--- src/rtl/clk_div_sequencer.sv ---
// clk_div_sequencer: plays a 4-entry (period, high, dwell) table as a registered divided clock
module clk_div_sequencer #(
  parameter int CNT_W = 16,
  parameter int DW_W  = 8,
  parameter int P0    = 22153,
  parameter int H0    = 4430,
  parameter int D0    = 4,
  parameter int P1    = 4079,
  parameter int H1    = 815,
  parameter int D1    = 4
) (
  input  logic             clk_in,
  input  logic             rst,
  input  logic             start,
  input  logic             stop,
  input  logic             loop,
  input  logic             wr_en,
  input  logic [1:0]       wr_addr,
  input  logic [CNT_W-1:0] wr_period,
  input  logic [CNT_W-1:0] wr_high,
  input  logic [DW_W-1:0]  wr_dwell,
  output logic             clk_out,
  output logic             busy,
  output logic [1:0]       cur_idx,
  output logic             period_tick,
  output logic             done
);
  typedef enum logic [1:0] {IDLE, LOAD, RUN} state_t;
  state_t state_q, state_d;
  logic [1:0] idx_q, idx_d;
  logic any_q, any_d, clk_q, clk_d, tick_q, tick_d, done_q, done_d;
  logic [CNT_W-1:0] cnt_q, cnt_d, ap_q, ap_d, ah_q, ah_d;
  logic [DW_W-1:0] dw_q, dw_d;
  logic [CNT_W-1:0] tp_q [4], tp_d [4], th_q [4], th_d [4];
  logic [DW_W-1:0] td_q [4], td_d [4];
  logic ent_ok, last_cyc, eol;
  assign ent_ok = tp_q[idx_q] >= CNT_W'(2) && th_q[idx_q] < tp_q[idx_q] && td_q[idx_q] != '0;
  assign last_cyc = cnt_q == ap_q - 1'b1;
  always_ff @(posedge clk_in or negedge rst)
    if (!rst) begin
      state_q <= IDLE;
      idx_q   <= '0;
      any_q   <= 1'b0;
      clk_q   <= 1'b0;
      tick_q  <= 1'b0;
      done_q  <= 1'b0;
      cnt_q   <= '0;
      ap_q    <= '0;
      ah_q    <= '0;
      dw_q    <= '0;
      for (int i = 0; i < 4; i++) begin
        tp_q[i] <= i == 0 ? CNT_W'(P0) : i == 1 ? CNT_W'(P1) : '0;
        th_q[i] <= i == 0 ? CNT_W'(H0) : i == 1 ? CNT_W'(H1) : '0;
        td_q[i] <= i == 0 ? DW_W'(D0) : i == 1 ? DW_W'(D1) : '0;
      end
    end else begin
      state_q <= state_d;
      idx_q   <= idx_d;
      any_q   <= any_d;
      clk_q   <= clk_d;
      tick_q  <= tick_d;
      done_q  <= done_d;
      cnt_q   <= cnt_d;
      ap_q    <= ap_d;
      ah_q    <= ah_d;
      dw_q    <= dw_d;
      tp_q    <= tp_d;
      th_q    <= th_d;
      td_q    <= td_d;
    end
  always_comb begin
    state_d = state_q;
    idx_d   = idx_q;
    any_d   = any_q;
    cnt_d   = cnt_q;
    ap_d    = ap_q;
    ah_d    = ah_q;
    dw_d    = dw_q;
    clk_d   = 1'b0;
    tick_d  = 1'b0;
    done_d  = 1'b0;
    eol     = 1'b0;
    tp_d    = tp_q;
    th_d    = th_q;
    td_d    = td_q;
    if (wr_en) begin
      tp_d[wr_addr] = wr_period;
      th_d[wr_addr] = wr_high;
      td_d[wr_addr] = wr_dwell;
    end
    case (state_q)
      IDLE: if (start && !stop) begin
        state_d = LOAD;
        idx_d   = '0;
        any_d   = 1'b0;
      end
      LOAD: if (stop) state_d = IDLE;
      else if (ent_ok) begin
        ap_d    = tp_q[idx_q];
        ah_d    = th_q[idx_q];
        dw_d    = td_q[idx_q];
        cnt_d   = '0;
        any_d   = 1'b1;
        state_d = RUN;
      end else if (idx_q != 2'd3) idx_d = idx_q + 2'd1;
      else eol = 1'b1;
      RUN: if (stop) state_d = IDLE;
      else begin
        clk_d = cnt_q < ah_q;
        if (last_cyc) begin
          cnt_d  = '0;
          tick_d = 1'b1;
          dw_d   = dw_q - 1'b1;
          if (dw_q == DW_W'(1)) begin
            if (idx_q != 2'd3) begin
              idx_d   = idx_q + 2'd1;
              state_d = LOAD;
            end else eol = 1'b1;
          end
        end else cnt_d = cnt_q + 1'b1;
      end
      default: state_d = IDLE;
    endcase
    // an all-invalid pass never sets any_q, so looping cannot spin forever
    if (eol && loop && any_q) begin
      state_d = LOAD;
      idx_d   = '0;
      any_d   = 1'b0;
    end else if (eol) begin
      state_d = IDLE;
      done_d  = 1'b1;
    end
  end
  always_comb begin
    clk_out     = clk_q;
    busy        = state_q != IDLE;
    cur_idx     = idx_q;
    period_tick = tick_q;
    done        = done_q;
  end
endmodule

--- config.mk ---
export PLATFORM = sky130hd
export DESIGN_NAME = clk_div_sequencer
export DESIGN_NICKNAME = d
export VERILOG_FILES = /design/src/rtl/clk_div_sequencer.sv
export SDC_FILE = /design/constraint.sdc
export NUM_CORES = 1
export LEC_CHECK = 0
export ABC_AREA = 1
export ABC_CLOCK_PERIOD_IN_PS = 3700
export BUFFER_PORTS_ARGS = -buffer_cell sky130_fd_sc_hd__buf_4
export CORE_ASPECT_RATIO = 0.6
export CORE_UTILIZATION = 35
export DETAILED_ROUTE_END_ITERATION = 10
export HOLD_SLACK_MARGIN = 0.06
export PLACE_DENSITY = 0.54
export SLEW_MARGIN = 10
export SYNTH_ARGS = -nofsm -noshare
export SYNTH_HDL_FRONTEND = slang
export SYNTH_SLANG_ARGS = --single-unit
--- constraint.sdc ---
create_clock -name clk_in -period 3.7 [get_ports clk_in]
set_clock_uncertainty 0.05 [all_clocks]
set_input_delay 0.185 -clock clk_in [delete_from_list [all_inputs] [get_ports clk_in]]
set_output_delay 0.185 -clock clk_in [all_outputs]
set_load 0.005 [all_outputs]
[Word level (Yosys, flattened, before mapping)]
Index checks and enable logic that the tools add are counted.
Storage, ports and cells
  input port bits: 48
  bits in registers: 224
  word-level logic and storage cells: 139
  output and inout bits: 6
Operators by class
  add/sub/neg operators: 4
  reductions and logical operators: 19
  magnitude comparators: 6
  equality and inequality tests: 21
  multiplexer cells: 64
  bitwise operators: 3
Operators by type and width (count)
  two-way mux 16 bit: 9
  bitwise mux 64 bit: 2
  binary-select mux 16 bit (select 2 bit): 2
  two-way mux 8 bit: 7
  two-way mux 2 bit: 17
  bitwise mux 32 bit: 1
  demux 16 bit (select 2 bit): 1
  < comparator 16 bit: 2
  case mux 16 bit (2 select lines): 1
  != test 3 bit (second input constant): 7
  != test 5 bit (second input constant): 4
  two-way mux 1 bit: 17
  adder 16 x 1 -> 16 bit (second input constant): 1
  binary-select mux 8 bit (select 2 bit): 1
  demux 8 bit (select 2 bit): 1
  equality test 16 bit: 1
  greater-or-equal comparator 16 x 2 -> 1 bit (second input constant): 1
  case mux 8 bit (2 select lines): 1
  subtractor 16 x 1 -> 16 bit (second input constant): 1
  case mux 2 bit (3 select lines): 2
  != test 2 bit (second input constant): 5
  AND reduction 5 bit: 2
  equality test 8 x 1 -> 1 bit (second input constant): 1
  AND reduction 4 bit: 2
  other kinds (19): 28

[Logic depth before layout (Yosys ltp)]
  word-level depth: 14
  depth in mapped cells: 25
  mapped depth without buffers: 22

[Least setup slack after synthesis]
OpenSTA, ideal clock, no wires.
  path type: register to register
  from: register idx_q[0] (netlist: cur_idx[0])
  to: register cnt_q[9]
  data required time: 3532 ps
  setup time: 118 ps
  cell stages (with the launch flop): 23
  buffers on the path: 5
  period minus slack after synthesis: 3099 ps
  arrival: 2931 ps
  setup slack: 601 ps
  cell sequence: dfrtp_1 buf_6 inv_4 buf_6 buf_6 clkbuf_1 nor2_1 o22ai_1 ha_1 nand2_1 inv_1 nand3_1 inv_1 a21oi_1 o21ai_0 nor2_1 nand2_2 nand2_1 o21ai_2 buf_6 nor2_2 a31o_1 a21oi_2
Between the ends
  word-level cells in the longest chain between the ends: 9
  elaborated cells on any way between the ends: 17
  those cells by class: order compare: 2; eq/ne: 1; mux: 9; bitwise: 1; reduce/logical: 4
Ends and longest elaborated chain
  start, declared: line 30  | logic [1:0] idx_q, idx_d;
  start signal, assigned: line 58  | idx_q <= idx_d;
  inverter 2 -> 3 bit (not written as such) *: line 37  | assign ent_ok = tp_q[idx_q] >= CNT_W'(2) && th_q[idx_q] < tp_q[idx_q] && td_q[idx_q] != '0;
  binary-select mux 16 bit (select 2 bit): line 37
  two-way mux 16 bit (not written as such) (2 in series): line 37
  greater-or-equal comparator 16 x 2 -> 1 bit or < comparator 16 bit (tied branches): line 37
  logical AND 1 bit: line 37
  logical AND 1 bit *: line 37
  != test 2 bit (no source line) *
  AND reduction 4 bit (no source line) *
  end signal, assigned: line 63  | cnt_q <= cnt_d;
  end, declared: line 32  | logic [CNT_W-1:0] cnt_q, cnt_d, ap_q, ap_d, ah_q, ah_d;
Mark *: on every way between the ends. The rest lies on a longest branch, timed or not. The select of a mux whose other input is x is not followed.
A chain may end at the register's enable or synchronous reset.

[Worst setup path in the final report]
  from: register idx_q[0] (netlist: cur_idx[0])
  to: register cnt_q[15]
The elaborated chain is that of the path after synthesis.

==> results.ini <==
[run_status]
status = finished, final reports clean

[finish]
nFillCells = 3266
regArea_sq_mm = 0.00565
fin_nets = 1637
design_area_sq_mm = 0.0137
post-route-util_pct = 42.1
area_growth_pct = 17.9
drive_gt1_share_pct = 10.9
antennaDiodeCount = 0
multi_input_area_sq_mm = 0.00511

[worst_setup_path]
startpoint_type = flip-flop
cp-end-kind = flip-flop
crit_arrival_ns = 3.77
crit_fanout = 21
crit_required_ns = 4.11
critical_path_class = flip-flop to flip-flop

[clock_network]
clock_path_buffers = 3
cts_made_buffers = 23
path_clk_slew_ns = 0.07
clk_latency_ns = 0.53
cts.sinks = 224
cts_root_buf = clkbuf_16
post_cts_buffers = 0
cts_resized = 0
cts_tree = built
cts_hold_buf = 43
htree_levels = 1

[logic_synthesis]
synth.largest_area_cell = dfrtp_1
synth_top_area_share_pct = 41.2
ys_seq_area_share_pct = 48.7
syn-cell-area_sq_mm = 0.0116
synth.most_common_cell = nand2_1
async_flop_share_pct = 100
yosys-top-cells-area = dfrtp_1 41%, nand2_1 15%, o21ai_0 11%
synth_warnings = 0
ys_types = 44
synth_flop_cell = dfrtp_1
synthTopCellsByCount = 453 x nand2_1, 253 x o21ai_0, 191 x dfrtp_1
synth_edf_count = 0
synth.avg_cell_area_sq_um = 7.87
synth-seq-cells = 224
synth_fp_nets = 1561
syn-instance-count = 1473

[detailed_routing]
drt_first_pass_iters = 5
wl_mm = 32.8
wl_per_cell_microns = 16.5
ant_nets = 0
vias = 9994
drt_iter0_drc = 899
via_per_inst = 5.03
drc = 0

[pwr]
p_per_area_mw_per_mm2 = 704
max-vdd-ir-drop_mv = 0.385
p_leak_nw = 6.57
total_power_w = 0.00962

[floorplanning]
die_width_microns = 237
pin_count = 54
die_h_microns = 143
core_sq_mm = 0.0325
fp-row-count = 51
start_util_pct = 35.7
dieArea_sq_mm = 0.0339

[sta]
setup_tns_ns = 0
slew_violations = 0
finalHoldViolations = 0
min_period_over_period_pct = 90.8
fmax_mhz = 298
slew_headroom_pct = 42.3
tightest_slew_ns = 0.865
setup_viol = 0
layout_setup_ws_ns = 0.340
finalCriticalPeriod_ns = 3.36
rsz0062_at_grt = false

[global_routing]
gr-total-overflow = 0
grt_pass1_wl_mm = 53.2
grt.total_usage_pct = 20.0
grt_pass1_vias = 9455
grt_max_degree = 107
antenna_found_initial = 0

[placed_design]
dp_hpwl_mm = 22.5
dp_slack_ns = 0.378
gp_congestion = 0.885
io_buffer_count = 53
place_area_sq_mm = 0.0125

[hold_path]
hold_path.class = input pin to flip-flop

[job]
cap_viol_max_count = 0

-- critical path, cell delays in order, from the launching register on --
cell and delay (ns):
dfrtp_2 0.45, inv_4 0.21, buf_4 0.28, o21ai_0 0.12
o22ai_1 0.31, buf_4 0.20, ha_1 0.22, nand2_1 0.07
inv_1 0.03, nand2_1 0.05, nand2_1 0.12, nand2_1 0.09
nand2_1 0.05, nand2_1 0.09, nand2_2 0.08, nand2_1 0.14
o21ai_2 0.10, inv_2 0.23, nand4_1 0.14, xor2_1 0.16
nor2_1 0.08
-- cell families (layout without fill, tap and decap cells) --
family / count (synthesis) / in the layout / share of synthesized area (%)
flops: 224 / 224 / 48.7
compound gates: 319 / 319 / 14.7
fa+ha+maj: 40 / 40 / 4.32
buf+inv: 205 / 296 / 7.33
simple gates: 665 / 665 / 23.5
xor+xnor: 20 / 20 / 1.51
-- sequential cells by signal (all words and copies together) (netlist names) --
register     cells
th_q            64
tp_q            64
td_q            32
ah_q            16
ap_q            16
cnt_q           16
dw_q             8
cur_idx          2
state_q          2
any_q            1
clk_out          1
done             1
period_tick      1
-- path summary, 6_finish.rpt --
path / to / slack [ns] / from / cells after the start
worst min-delay path: state_q[1]$_DFFE_PN0P_ / 0.18 / start / 7
max in group asynchronous: th_q[37]$_DFFE_PN1P_ / 2.37 / rst / 3
worst min register to register: th_q[20]$_DFFE_PN0P_ / 0.43 / th_q[20]$_DFFE_PN0P_ / 2
worst max register to register: cnt_q[15]$_DFFE_PN0P_ / 0.34 / cur_idx[0]$_DFFE_PN0P_ / 20
min in group asynchronous: tp_q[54]$_DFFE_PN0P_ / 0.23 / rst / 2
worst max-delay path: cnt_q[15]$_DFFE_PN0P_ / 0.34 / cur_idx[0]$_DFFE_PN0P_ / 20
-- report_power, final --
| group | total [W] | internal, W | switching (W) |
|---|---|---|---|
| sequential | 0.00337 | 0.00301 | 0.000360 |
| clock | 0.00247 | 0.00146 | 0.00100 |
| combinational | 0.00379 | 0.00131 | 0.00248 |
| total | 0.00962 | 0.00578 | 0.00384 |
-- per-layer routing --
metal / up-vias / track usage (%) / wire length (microns)
met5: - / 0 / 0
met1: 4763 / 31.2 / 17200
met4: 0 / 3.79 / 528
met3: 38 / 3.00 / 1780
li1: 4936 / - / -
met2: 257 / 29.1 / 13300
-- cell type report --
type	instances	area share, %
clock buffer	32	4.61
clock inverter	8	1.03
inverter	134	3.70
multi-input combinational	1044	37.4
sequential	224	41.3
tap	424	3.88
timing repair buffer	122	8.01
-- stage by stage --
stage / cells / hold WS (ns)
global route: 1988 / 0.228
CTS: 1988 / 0.172
detailed placement: 1905 / 0.247
global placement: 1905 / 0.241
floorplan: 1473 / -0.161
finish: 1988 / 0.176
-- cells in the final DEF, fill, tap and decap left out, drive strengths merged, types with 2 or more instances in the layout --
cell type	n
nand2	457
o21ai	260
dfrtp	191
inv	134
nor2	100
buf	79
nand3	74
dlygate4sd3	43
ha	40
dfstp	33
clkbuf	32
a21oi	22
nand4	19
o22ai	17
xor2	16
nor3	8
o211ai	6
nand3b	4
xnor2	4
clkinv	4
bufinv	4
a211oi	3
nor4	2
o31ai	2
a21boi	2
Note: power is estimated with default switching activity, not from simulation.
